--- config.mk ---
export PLATFORM = sky130hd
export DESIGN_NAME = numero
export DESIGN_NICKNAME = d
export VERILOG_FILES = /design/src/rtl/numero_pkg.sv /design/src/rtl/numero_enc.sv /design/src/rtl/numero.sv
export SDC_FILE = /design/constraint.sdc
export NUM_CORES = 1
export LEC_CHECK = 0
export ABC_CLOCK_PERIOD_IN_PS = 1200
export BUFFER_PORTS_ARGS = -buffer_cell sky130_fd_sc_hd__buf_2
export CORE_AREA = 2 2 39 41
export CTS_BUF_LIST = sky130_fd_sc_hd__clkbuf_8
export DETAILED_ROUTE_END_ITERATION = 10
export DIE_AREA = 0 0 41 43
export HOLD_SLACK_MARGIN = 0.05
export SETUP_SLACK_MARGIN = 0.5
export SYNTH_ARGS = -nofsm -noshare
export SYNTH_HDL_FRONTEND = slang
export SYNTH_SLANG_ARGS = --single-unit
--- constraint.sdc ---
create_clock -name clk -period 1.2 [get_ports clk]
set_clock_uncertainty 0.15 [all_clocks]
set_input_delay 0.06 -clock clk [delete_from_list [all_inputs] [get_ports clk]]
set_output_delay 0.06 -clock clk [all_outputs]
set_load 0.005 [all_outputs]
--- src/rtl/numero_pkg.sv ---
// Shared types and the fixed BCD -> 2-of-5 (weights 7-4-2-1-0) code table.
package numero_pkg;

  typedef logic [4:0] code_t;  // {v, w, x, y, z}

  localparam code_t CODE_0       = 5'b11000;
  localparam code_t CODE_1       = 5'b00011;
  localparam code_t CODE_2       = 5'b00101;
  localparam code_t CODE_3       = 5'b00110;
  localparam code_t CODE_4       = 5'b01001;
  localparam code_t CODE_5       = 5'b01010;
  localparam code_t CODE_6       = 5'b01100;
  localparam code_t CODE_7       = 5'b10001;
  localparam code_t CODE_8       = 5'b10010;
  localparam code_t CODE_9       = 5'b10100;
  // All-zero is not a legal 2-of-5 word, so downstream can flag bad BCD.
  localparam code_t CODE_INVALID = 5'b00000;

endpackage

--- src/rtl/numero_enc.sv ---
// Combinational BCD digit to 2-of-5 code lookup; non-BCD values map to CODE_INVALID.
module numero_enc
  import numero_pkg::*;
(
  input  logic [3:0] bcd,
  output code_t      code
);

  always_comb begin
    // NOTE: default assignment first so no path through the case can infer a latch.
    code = CODE_INVALID;
    unique case (bcd)
      4'd0:    code = CODE_0;
      4'd1:    code = CODE_1;
      4'd2:    code = CODE_2;
      4'd3:    code = CODE_3;
      4'd4:    code = CODE_4;
      4'd5:    code = CODE_5;
      4'd6:    code = CODE_6;
      4'd7:    code = CODE_7;
      4'd8:    code = CODE_8;
      4'd9:    code = CODE_9;
      default: code = CODE_INVALID;
    endcase
  end

endmodule

--- src/rtl/numero.sv ---
// Registered BCD to 2-of-5 converter: loads on ready, holds otherwise, outputs straight from the register.
module numero
  import numero_pkg::*;
(
  input  logic clk,
  input  logic reset,
  input  logic ready,
  input  logic a,
  input  logic b,
  input  logic c,
  input  logic d,
  output logic out_v,
  output logic out_w,
  output logic out_x,
  output logic out_y,
  output logic out_z
);

  code_t enc_code;
  code_t code_q;

  numero_enc u_enc (
    .bcd  ({a, b, c, d}),
    .code (enc_code)
  );

  // Reset outranks ready; with neither, the register simply holds.
  always_ff @(posedge clk) begin
    // NOTE: non-blocking assignments for registered state avoid simulation races.
    if (reset)
      code_q <= CODE_INVALID;
    else if (ready)
      code_q <= enc_code;
  end

  assign {out_v, out_w, out_x, out_y, out_z} = code_q;

endmodule

==> results.json <==
{
  "ff2ff_setup_slack_ps": 290,
  "yosys_warnings": 0,
  "h-tree-depth": 1,
  "cp-end-kind": "register",
  "num_vias": 314,
  "use_met2_pct": 13.75,
  "power_density_mw_per_mm2": 1021,
  "reg2regPathDepth": 3,
  "min_path_type": "in -> reg",
  "fin_util_pct": 42.41,
  "rr_endpoint": "code_q[1]$_SDFFE_PP0P_",
  "grt-busiest-layer": "met2",
  "holdPathEnd": "code_q[1]$_SDFFE_PP0P_",
  "sw_frac_of_total_pct": 23.10,
  "final_nets": 67,
  "fp.dieH_microns": 43,
  "critical_path_buf_inv_count": 0,
  "grt_overflow_total": 0,
  "drc": 0,
  "syn_to_final_growth_pct": 65.14,
  "start_util_pct": 25.68,
  "crit_family": "flip-flops",
  "p_seq_share_pct": 30.2,
  "p_leak_nw": 0.2517,
  "period_minus_slack_ps": 913.8,
  "drive_above_1_share_pct": 53.70,
  "dieWidth_microns": 41,
  "violations": "hold timing",
  "dieArea_sq_mm": 0.001763,
  "status": "finished, violations left",
  "slew_viol_final": 0,
  "whs_ps": -87.91,
  "synth_area_leaders": "dfxtp_1 28%, ha_1 18%, nor2b_1 11%, mux2_1 6.3%, a21oi_1 5.6%",
  "switching_power_w": 0.0001385,
  "setup_violations": 0,
  "synth_nets": 52,
  "place_congestion": 0.6661,
  "relSlewSlack_pct": 86.78,
  "track_usage_pct": 9.529,
  "ant_nets": 0,
  "r2r-start": "code_q[1]$_SDFFE_PP0P_",
  "hold-path-cell-count": 2,
  "diodes": 0,
  "via_per_inst": 4.486,
  "first_pass_iters": 4,
  "numPortBuffers": 11,
  "cp.required_ps": 1150,
  "cp_cell_sequence": "nor2b_1 > a31oi_1 > a21oi_1",
  "cts_max_path_buffers": 2,
  "grt_max_degree": 10,
  "worstPathMaxFanout": 2,
  "hold_start": "reset",
  "drt-wirelength-per-cell_microns": 9.329,
  "grtUsageMet3_pct": 1.571,
  "dpl.hpwl_microns": 529,
  "max_stage_delay_ps": 310,
  "tns_ps": 0,
  "grt_use_met1_pct": 10.58,
  "numCtsBuffers": 3,
  "path_clk_slew_ps": 30,
  "max_freq_mhz": 1094,
  "antenna_found_initial": 0,
  "yosys_most_used_dff": "dfxtp_1",
  "startpoint_type": "register",
  "largest_reg_flops": 5,
  "synth_common_cells": "6 x nor2b_1, 5 x dfxtp_1, 5 x ha_1",
  "ys_ff_latch": 5,
  "rsz0062_at_grt": "yes",
  "root_buffer": "clkbuf_8",
  "io_pins": 12,
  "p_int_w": 0.0004609,
  "syn_inst": 40,
  "syn_area_per_cell_sq_um": 8.884,
  "cts_sinks": 5,
  "finalHoldViolCount": 5,
  "design.core.area_sq_mm": 0.001384,
  "synth_edf_count": 0,
  "ys_async_sr_fraction_pct": 0,
  "grt_first_pass_wirelength_mm": 1.090,
  "max_cap_violations": 0,
  "largest_registers": "code_q: 5 flops",
  "clk_latency_ps": 220,
  "yosysTopAreaCell": "dfxtp_1",
  "dr.first_iter.drc_count": 3,
  "totalWireLength_microns": 653,
  "ys_types": 17,
  "grt_pass1_vias": 289,
  "worst-endpoint-arrival_ps": 870,
  "power_frac_clock_pct": 49.5,
  "cts_tree": "built",
  "tightestPinTransition_ps": 198.2,
  "path_class": "reg -> reg",
  "synth_top_area_share_pct": 28.17,
  "cts_setup_buffers": 0,
  "ys_seq_area_share_pct": 28.17,
  "row_count": 14,
  "synth.cell_area_sq_um": 355.3,
  "synth_most_common_cell": "nor2b_1",
  "ir_worst_vdd_uv": 289.5,
  "p_comb_share_pct": 20.3,
  "slowest_stage": "dfxtp_2",
  "top_register": "code_q",
  "fin_crit_sh_pct": 76.15
}
==> routing by layer <==
layer	vias to the layer above	wire length, microns
li1	162	-
met1	139	238
met2	11	354
met3	2	45
met4	0	14
met5	-	0
==> cell families (layout without fill, tap and decap cells) <==
family	count (synthesis)	in the layout	share of synthesized area [%]
multiplexers	2	2	6.338
AO/OA/AOI/OAI	9	9	16.90
XOR/XNOR	1	1	2.465
adder cells (fa/ha/maj)	5	5	17.61
buffers and inverters	3	17	3.521
flip-flops	5	5	28.17
AND/OR/NAND/NOR	15	15	25.00
==> power by group through the flow <==
stage	combinational [W]	clock, W	sequential [W]
finish	0.000122	0.000297	0.000181
global route	0.000136	0.000315	0.000182
CTS	0.000122	0.000304	0.000180
detailed placement	0.000112	0	0.000181
global placement	0.000113	0	0.000181
floorplan	0.0000687	0	0.000183
==> cell type report <==
class                           instances  area, sq um
Clock buffer                            3        41.29
Clock inverter                          1        3.754
Tap cell                               16        20.02
Timing Repair Buffer                   11        80.08
Multi-Input combinational cell         32        295.3
Inverter                                2        40.04
Fill cell                             137        797.0
Sequential cell                         5        106.4
==> how the worst max path moves through the flow <==
stage / start / endpoint / depth (start not counted)
floorplan: code_q[1]$_SDFFE_PP0P_ / code_q[1]$_SDFFE_PP0P_ / 3
global placement: d / code_q[2]$_SDFFE_PP0P_ / 6
detailed placement: d / code_q[2]$_SDFFE_PP0P_ / 6
CTS: code_q[2]$_SDFFE_PP0P_ / code_q[2]$_SDFFE_PP0P_ / 3
global route: code_q[2]$_SDFFE_PP0P_ / code_q[2]$_SDFFE_PP0P_ / 3
finish: code_q[1]$_SDFFE_PP0P_ / code_q[1]$_SDFFE_PP0P_ / 3
==> what timing repair did <==
action | CTS | global route
hold endpoints to repair | 5 | 5
setup endpoints to repair | 10 | 10
resized for setup | 10 | 4
gates cloned | 0 | 0
pin swaps | 1 | 2
==> through the flow <==
step           total power, W  worst slack [ps]  cell area (sq um)  instances
2_1_floorplan       0.0002514             327.1              435.4         40
3_3_place_gp        0.0002941             27.57              503.0         66
3_5_place_dp        0.0002933             31.85              503.0         66
4_1_cts             0.0006057             296.0              576.8         70
5_1_grt             0.0006330             248.7              586.8         70
6_report            0.0005994             286.2              586.8         70
==> placed cells by master (no fill, tap or decap), types with 3 or more instances in the layout <==
cell type and count:
nand2b_1 3, a21oi_1 4, clkbuf_8 3, buf_2 9, ha_4 3, nor2b_1 5, dfxtp_2 5
==> worst register-to-register path, delay by kind of cell, from the launching register on <==
kind	cells	cell delay, ps
flip-flops	1	310
AND/OR/NAND/NOR	1	120
AO/OA/AOI/OAI	2	220
No activity file was read; power rests on OpenSTA's default activity.
